`config.mk`:
```
export PLATFORM = sky130hd
export DESIGN_NAME = adder_sum_accumulator
export DESIGN_NICKNAME = d
export VERILOG_FILES = /design/src/rtl/adder_pipe_pkg.sv /design/src/rtl/acc_out_fifo.sv /design/src/rtl/adder_sum_accumulator.sv
export SDC_FILE = /design/constraint.sdc
export NUM_CORES = 1
export LEC_CHECK = 0
export BUFFER_PORTS_ARGS = -buffer_cell sky130_fd_sc_hd__buf_2
export CORE_ASPECT_RATIO = 0.9
export CORE_MARGIN = 2
export CORE_UTILIZATION = 63
export DETAILED_ROUTE_END_ITERATION = 7
export PLACE_DENSITY = 0.84
export SYNTH_ARGS = -nofsm -noshare
export SYNTH_HDL_FRONTEND = slang
export SYNTH_SLANG_ARGS = --single-unit
```
`constraint.sdc`:
```
create_clock -name clk -period 3.35 [get_ports clk]
set_clock_uncertainty 0.15 [all_clocks]
set_input_delay 0.335 -clock clk [delete_from_list [all_inputs] [get_ports clk]]
set_output_delay 0.335 -clock clk [all_outputs]
set_load 0.01 [all_outputs]
```
`src/rtl/adder_pipe_pkg.sv`:
```
// Shared constants for the 4-bit pipelined adder and its sum accumulator:
// adder latency/result width and the frame-record field widths.
package adder_pipe_pkg;

  localparam int ADD_LAT_DEF = 4;
  localparam int ADD_RES_W   = 5;
  localparam int ACC_W_DEF   = 12;
  localparam int CNT_W_DEF   = 8;
  localparam int REC_OVF_W   = 1;

  // Frame record layout, MSB first: {sum, count, ovf}.
  function automatic int rec_w(input int acc_w, input int cnt_w);
    return acc_w + cnt_w + REC_OVF_W;
  endfunction

endpackage

```
`src/rtl/acc_out_fifo.sv`:
```
// Two-entry synchronous FIFO for completed frame records. A push into a full
// buffer is accepted only when the head is popped in the same cycle.
module acc_out_fifo
  import adder_pipe_pkg::*;
#(
  parameter int W = rec_w(ACC_W_DEF, CNT_W_DEF)
) (
  input  logic         clk,
  input  logic         rst,
  input  logic         push,
  input  logic [W-1:0] push_data,
  input  logic         pop_ready,
  output logic         head_valid,
  output logic [W-1:0] head_data,
  output logic         drop
);

  logic [W-1:0] mem_q [2];
  logic [W-1:0] mem_d [2];
  logic [1:0]   cnt_q, cnt_d;
  logic         rd_q, rd_d;
  logic         wr_q, wr_d;
  logic         empty, full, pop, push_ok;

  assign head_valid = (cnt_q != 2'd0);
  assign head_data  = mem_q[rd_q];

  always_comb begin
    empty   = (cnt_q == 2'd0);
    full    = (cnt_q == 2'd2);
    pop     = pop_ready & ~empty;
    push_ok = push & (~full | pop);
    drop    = push & full & ~pop;

    mem_d = mem_q;
    rd_d  = rd_q;
    wr_d  = wr_q;
    if (push_ok) begin
      mem_d[wr_q] = push_data;
      wr_d        = ~wr_q;
    end
    if (pop) begin
      rd_d = ~rd_q;
    end
    cnt_d = cnt_q + 2'(push_ok) - 2'(pop);
  end

  always_ff @(posedge clk) begin
    if (rst) begin
      for (int unsigned i = 0; i < 2; i++) begin
        mem_q[i] <= '0;
      end
      cnt_q <= '0;
      rd_q  <= 1'b0;
      wr_q  <= 1'b0;
    end else begin
      mem_q <= mem_d;
      cnt_q <= cnt_d;
      rd_q  <= rd_d;
      wr_q  <= wr_d;
    end
  end

endmodule

```
`src/rtl/adder_sum_accumulator.sv`:
```
// Accumulates the pipelined adder's {co,s} stream into per-frame sums and
// queues completed frames. Optional macro ACC_SATURATE_EN clamps sums on carry.
module adder_sum_accumulator
  import adder_pipe_pkg::*;
#(
  parameter int ACC_W   = ACC_W_DEF,
  parameter int CNT_W   = CNT_W_DEF,
  parameter int ADD_LAT = ADD_LAT_DEF
) (
  input  logic             clk,
  input  logic             rst,
  input  logic             issue_valid,
  input  logic             issue_last,
  input  logic [3:0]       add_s,
  input  logic             add_co,
  output logic             out_valid,
  input  logic             out_ready,
  output logic [ACC_W-1:0] out_sum,
  output logic [CNT_W-1:0] out_count,
  output logic             out_ovf,
  output logic             drop_err,
  output logic             busy
);

  localparam int RW = rec_w(ACC_W, CNT_W);

  logic [ADD_LAT-1:0] dl_valid_q, dl_valid_d;
  logic [ADD_LAT-1:0] dl_last_q, dl_last_d;
  logic [ACC_W-1:0]   acc_q, acc_d;
  logic [CNT_W-1:0]   cnt_q, cnt_d;
  logic               ovf_q, ovf_d;
  logic               drop_err_q, drop_err_d;

  logic               d_valid, d_last;
  logic [ACC_W-1:0]   v;
  logic [ACC_W:0]     sum_w;
  logic               carry;
  logic [ACC_W-1:0]   acc_new;
  logic [CNT_W-1:0]   cnt_new;
  logic               ovf_new;
  logic               push;
  logic [RW-1:0]      push_rec;
  logic [RW-1:0]      head_rec;
  logic               fifo_drop;

  always_comb begin
    // Shift left so the oldest issue sits at the top bit, aligned with {co,s}.
    dl_valid_d = (dl_valid_q << 1) | ADD_LAT'(issue_valid);
    dl_last_d  = (dl_last_q << 1) | ADD_LAT'(issue_valid & issue_last);
    d_valid    = dl_valid_q[ADD_LAT-1];
    d_last     = dl_last_q[ADD_LAT-1];

    v     = ACC_W'({add_co, add_s});
    sum_w = {1'b0, acc_q} + {1'b0, v};
    carry = sum_w[ACC_W];
`ifdef ACC_SATURATE_EN
    acc_new = carry ? '1 : sum_w[ACC_W-1:0];
`else
    acc_new = sum_w[ACC_W-1:0];
`endif
    cnt_new  = (&cnt_q) ? cnt_q : cnt_q + 1'b1;
    ovf_new  = ovf_q | carry;
    push_rec = {acc_new, cnt_new, ovf_new};

    acc_d = acc_q;
    cnt_d = cnt_q;
    ovf_d = ovf_q;
    push  = 1'b0;
    if (d_valid) begin
      if (d_last) begin
        push  = 1'b1;
        acc_d = '0;
        cnt_d = '0;
        ovf_d = 1'b0;
      end else begin
        acc_d = acc_new;
        cnt_d = cnt_new;
        ovf_d = ovf_new;
      end
    end

    drop_err_d = drop_err_q | fifo_drop;
  end

  always_ff @(posedge clk) begin
    if (rst) begin
      dl_valid_q <= '0;
      dl_last_q  <= '0;
      acc_q      <= '0;
      cnt_q      <= '0;
      ovf_q      <= 1'b0;
      drop_err_q <= 1'b0;
    end else begin
      dl_valid_q <= dl_valid_d;
      dl_last_q  <= dl_last_d;
      acc_q      <= acc_d;
      cnt_q      <= cnt_d;
      ovf_q      <= ovf_d;
      drop_err_q <= drop_err_d;
    end
  end

  acc_out_fifo #(
    .W (RW)
  ) u_fifo (
    .clk       (clk),
    .rst       (rst),
    .push      (push),
    .push_data (push_rec),
    .pop_ready (out_ready),
    .head_valid(out_valid),
    .head_data (head_rec),
    .drop      (fifo_drop)
  );

  assign {out_sum, out_count, out_ovf} = head_rec;
  assign drop_err = drop_err_q;
  assign busy     = (|dl_valid_q) | (cnt_q != '0) | (acc_q != '0);

endmodule

```
# == Yosys cells after proc, flatten, opt, wreduce, memory -nomap -nowiden ==
# Index checks and enable logic that the tools add are counted.
# op_classes
n_addsub,4
n_lt_le_gt_ge,3
n_eq_ne,1
mux,12
bitwise_logic,19
reduce_logical,7
# ops
cell,count
21-bit two-way mux,4
42-bit bitwise mux,1
21-bit demux with 1-bit select,1
8-bit two-way mux,2
12-bit by 5-bit adder with 13-bit output,1
12-bit two-way mux,1
12-bit nonzero test,1
"8-bit by 1-bit adder with 8-bit output, second input constant",1
4-bit by 1-bit OR with 4-bit output,2
8-bit AND reduction,1
8-bit nonzero test,1
1-bit AND,5
1-bit NOT,5
1-bit OR,5
"2-bit greater-or-equal comparator, second input constant",2
1-bit NOT with 2-bit output,2
4-bit OR reduction,1
1-bit two-way mux,3
2-bit by 1-bit adder with 2-bit output,1
"2-bit equality test, second input constant",1
2-bit logical NOT,1
"2-bit by 1-bit < comparator with 1-bit output, second input constant",1
2-bit nonzero test,1
2-bit by 1-bit subtractor with 2-bit output,1
1-bit logical AND,1
# word_totals
regBits,76
inputBits,10
wordCells,57

# == Logic depth before layout (Yosys ltp) ==
# depth
depth_word,7
ltp_mapped,8
ltp_nobuf,8

# == Hierarchy ==
# Synthesis repeated with hierarchy kept, for this count alone.
# unflattened
hier_cells,442
area_unflattened_um2,3966.3
# by_module_without_submodules
module,instances,cells_each,area_each_um2
acc_out_fifo,1,233,2223.4
adder_sum_accumulator,1,209,1742.9

# == Worst setup path after synthesis ==
# OpenSTA, ideal clock, no wires.
# synth_path
path_type,input to register
from,input add_s[0]
to,register u_fifo.mem_q[36] (netlist name)
setup_ps,134
arrival_ps,1643
required_time_ps,3066
slack_ps,1423
stages,7
path_cell_list,ha_1 fa_1 a21oi_1 o21ai_2 nand2_1 xor2_1 a211oi_1
# synth_via
elab_chain_cells,2
# synth_lines
item,line,rtl
"start, declared",adder_sum_accumulator.sv:14,"input logic [3:0] add_s,"
12-bit by 5-bit adder with 13-bit output,adder_sum_accumulator.sv:54,"sum_w = {1'b0, acc_q} + {1'b0, v};"
42-bit bitwise mux,acc_out_fifo.sv:39,mem_d[wr_q] = push_data;
"end signal, assigned",acc_out_fifo.sv:57,mem_q <= mem_d;
"end, declared",acc_out_fifo.sv:18,logic [W-1:0] mem_q [2];
# Every way passes these cells.
# A chain may end at the register's enable or synchronous reset.

# == Worst setup path in the final report ==
# layout_path
from,register u_fifo.rd_q
to,output out_sum[4]
# layout_via
elab_chain_cells,4
# layout_lines
item,line,rtl
"start, declared",acc_out_fifo.sv:21,"logic rd_q, rd_d;"
"start signal, assigned",acc_out_fifo.sv:59,rd_q <= rd_d;
1-bit NOT with 2-bit output (not written as such),acc_out_fifo.sv:26,assign head_data = mem_q[rd_q];
21-bit two-way mux (not written as such) (3 in series),acc_out_fifo.sv:26,
"end, declared",adder_sum_accumulator.sv:18,"output logic [ACC_W-1:0] out_sum,"
# Every way passes these cells. The select of a mux whose other input is x is not followed.

==> results by group <==
Final layout
  – Syn-to-layout area delta: 9.93%
  – Layout cells sized above 1: 19.8%
  – Most frequent cells in the layout: dfxtp_1 (76), nand2_1 (43), nor2_1 (40)
  – Post-route insts no fill: 499
  – NumNets Final: 445
  – Antenna cells: 0
  – Most common cell after layout, fill and taps aside: dfxtp_1
  – Fin area: 3950 um^2

Timing
  – Max Slew Vio Count: 0
  – Worst slew pin tran: between 1000 and 1500 ps
  – Period utilization: a little under three quarters
  – Final setup fails: 0
  – Fin crit period: about 2400 ps
  – FMAX: 415 MHz
  – TNS Setup: 0 ps
  – Final hold viol count: 0
  – RSZ-0062 raised after global routing: false
  – Slew headroom: 32.2%

Critical path
  – Crit path launch type: flip-flop
  – CP top delay family: flip-flops
  – Critical path type: flip-flop to output pin
  – CP max FO: 22
  – Worst path max stage delay: 1000 ps
  – R2r setup slk: ~1000 ps
  – CP endpoint kind: output pin
  – Crit-path slowest cell: dfxtp_1
  – Worst endpoint data arrival time: roughly 1900 ps
  – Critical Path RT: 2860 ps
  – Crit path buffers/inverters: 1
  – Cell Chain, Critical Path: mux2_2 > buf_2

Clock tree
  – CTS Sinks: 76
  – TritonCTS clock tree: yes
  – Post-CTS Setup Bufs: 0
  – Clock insertion delay at the later pin of the skew report: between 300 and 400 ps
  – Reg clk slew, reported paths: 80 ps
  – CTS root buffer: clkbuf_8
  – Clk buf depth: 2
  – # H-tree levels: 3
  – TritonCTS buffer count: 9
  – Hold Buf Count CTS: 0
  – CTS resizes: 0

Floorplan
  – Die ar.: around 6300 um^2
  – Placeable core area: 5600 um^2
  – Rows: 26
  – Die W: 83.6 um
  – Starting Density: 64.2%
  – Io pins: 34
  – Die height: 75.6 um

Place
  – PortBufs: 33
  – Hpwl dp: 5.40 mm
  – Gpl congestion: between 0.9 and 1
  – Placed inst area: 3730 um^2
  – Placed instance count: ~480

Job
  – MaxCap Viol Count: 0

Pwr
  – Worst vdd ir: ~0.00037 V
  – Power share of the combinational group: 6.8%
  – Pwr dens: 465 nW/um^2
  – Switching Fraction: 23.0%
  – Power share of the sequential group: 51.7%
  – Clock Power Share: 41.5%
  – Leak: approximately 0.0015 uW
  – P_sw: 422 uW
  – Pint: 1410 uW

Status
  – Outcome: finished, final reports clean

Global routing
  – Vias in the first global route: 2816
  – First-pass GRT wire length: 13.1 mm
  – All-Layer GR Usage: 26.4%
  – Initial antenna violation count: 0
  – GRT overflow: 0
  – Largest net degree at the start of global routing: 59

Route
  – DR vias: around 3000
  – DRT iter0 DRCs: 199
  – Met1 Routed Length: 3.65 mm
  – Vias per cell: around 5.9
  – WL/cell: between 15 and 20 um
  – Drt drc: 0
  – Top sig layer: met4
  – DR WL met2: 3.71 mm
  – DRT Wirelength: a little under 8 mm
  – Met3 WL post-DR: between 300 and 400 um
  – DRT Pass-1 Iters: 4
  – Post-route ant nets: 0

Hold path
  – Worst min-delay path category: primary input to flip-flop

Logic synthesis
  – Syn Area/Cell: 8.91 um^2
  – Mapped Nets: around 420
  – Most used DFF post-synth: dfxtp_1
  – Synth Register Bits: between 70 and 80
  – Mapped cell area: 3590 um^2
  – Count of different cell masters after synthesis: 44
  – Number of synthesized flops with an enable pin: 0
  – Post-Syn Instances: 403
  – Yosys warnings: 0
  – Ys async rst share: 0%
  – Seq/Total Area, Yosys: 42.4%
-- worst paths after layout --
path | start | endpoint | cells past startpoint
worst max-delay path | u_fifo.rd_q | out_sum[4] | 2
worst max register to register | dl_valid_q[3] | u_fifo.mem_q[39] | 5
worst min-delay path | issue_last | dl_last_q[0] | 2
worst min register to register | dl_last_q[1] | dl_last_q[2] | 1
-- flip-flops by register name, indices dropped and copies added, names as in the netlist --
signal,count
u_fifo.cnt_q,2
u_fifo.wr_q,1
drop_err,1
acc_q,12
ovf_q,1
u_fifo.mem_q,42
dl_valid_q,4
u_fifo.rd_q,1
dl_last_q,4
cnt_q,8
-- synth_stat cells, types with 5 or more instances --
library cell | count | area share [%]
a31oi_1 | 7 | 1.2
inv_1 | 9 | 0.94
mux2_2 | 21 | 6.6
a21oi_1 | 33 | 4.6
a211oi_1 | 17 | 3.6
nor2_1 | 40 | 4.2
ha_1 | 9 | 3.1
nand3_1 | 8 | 1.1
xnor2_1 | 6 | 1.5
and3_1 | 7 | 1.2
nand2b_1 | 5 | 0.87
nand2_1 | 43 | 4.5
buf_2 | 5 | 0.70
clkbuf_1 | 12 | 1.3
o21ai_0 | 17 | 2.4
or3_1 | 7 | 1.2
nand3b_1 | 15 | 3.1
xor2_1 | 8 | 2.0
nor2b_1 | 8 | 1.4
dfxtp_1 | 76 | 42
-- area by class of cell --
class                           count  area [um^2]
Clock buffer                       11          141
Inverter                            9         33.8
Fill cell                         456         1650
Sequential cell                    76         1520
Clock inverter                      4         73.8
Timing Repair Buffer               36          188
Multi-Input combinational cell    293         1900
Tap cell                           70         87.6
-- power by group through the flow --
stage	clock [uW]	combinational, uW	sequential, uW
after floorplan	0	109	948
after global placement	0	119	970
after detailed placement	0	124	971
after CTS	773	125	950
after global routing	801	136	953
final	761	125	950
-- cell families after synthesis --
| logic type | Yosys count | share of synthesized area [%] |
|---|---|---|
| flops | 76 | 42.4 |
| fa+ha+maj | 10 | 3.69 |
| simple gates | 155 | 22.6 |
| compound gates | 91 | 16.1 |
| buf+inv | 34 | 4.67 |
| xor+xnor | 14 | 3.41 |
| mux | 23 | 7.14 |
-- worst reg2reg max path, cell delays in order (launching register included) --
cell	delay, ps
dfxtp_1	740
nand2_2	200
nor3_4	630
buf_4	270
nor2_1	50
a211oi_1	190
-- metal layers --
metal | up-vias | track usage [%]
li1 | 1458 | -
met1 | 1411 | 33.6
met2 | 81 | 45.2
met3 | 15 | 4.98
met4 | 0 | 10.9
met5 | - | 0
-- metrics by stage --
stage                     hold WS [ps]  total power (uW)  setup WS [ps]  util [%]
final                             38.5              1840            939      70.6
after global routing              27.6              1890            741      70.6
after floorplan                    264              1060           1420         -
after global placement             273              1090           1120      66.7
after detailed placement           283              1090           1070      66.7
after CTS                         27.2              1850            902      70.6
Note: power is estimated with default switching activity, not from simulation.
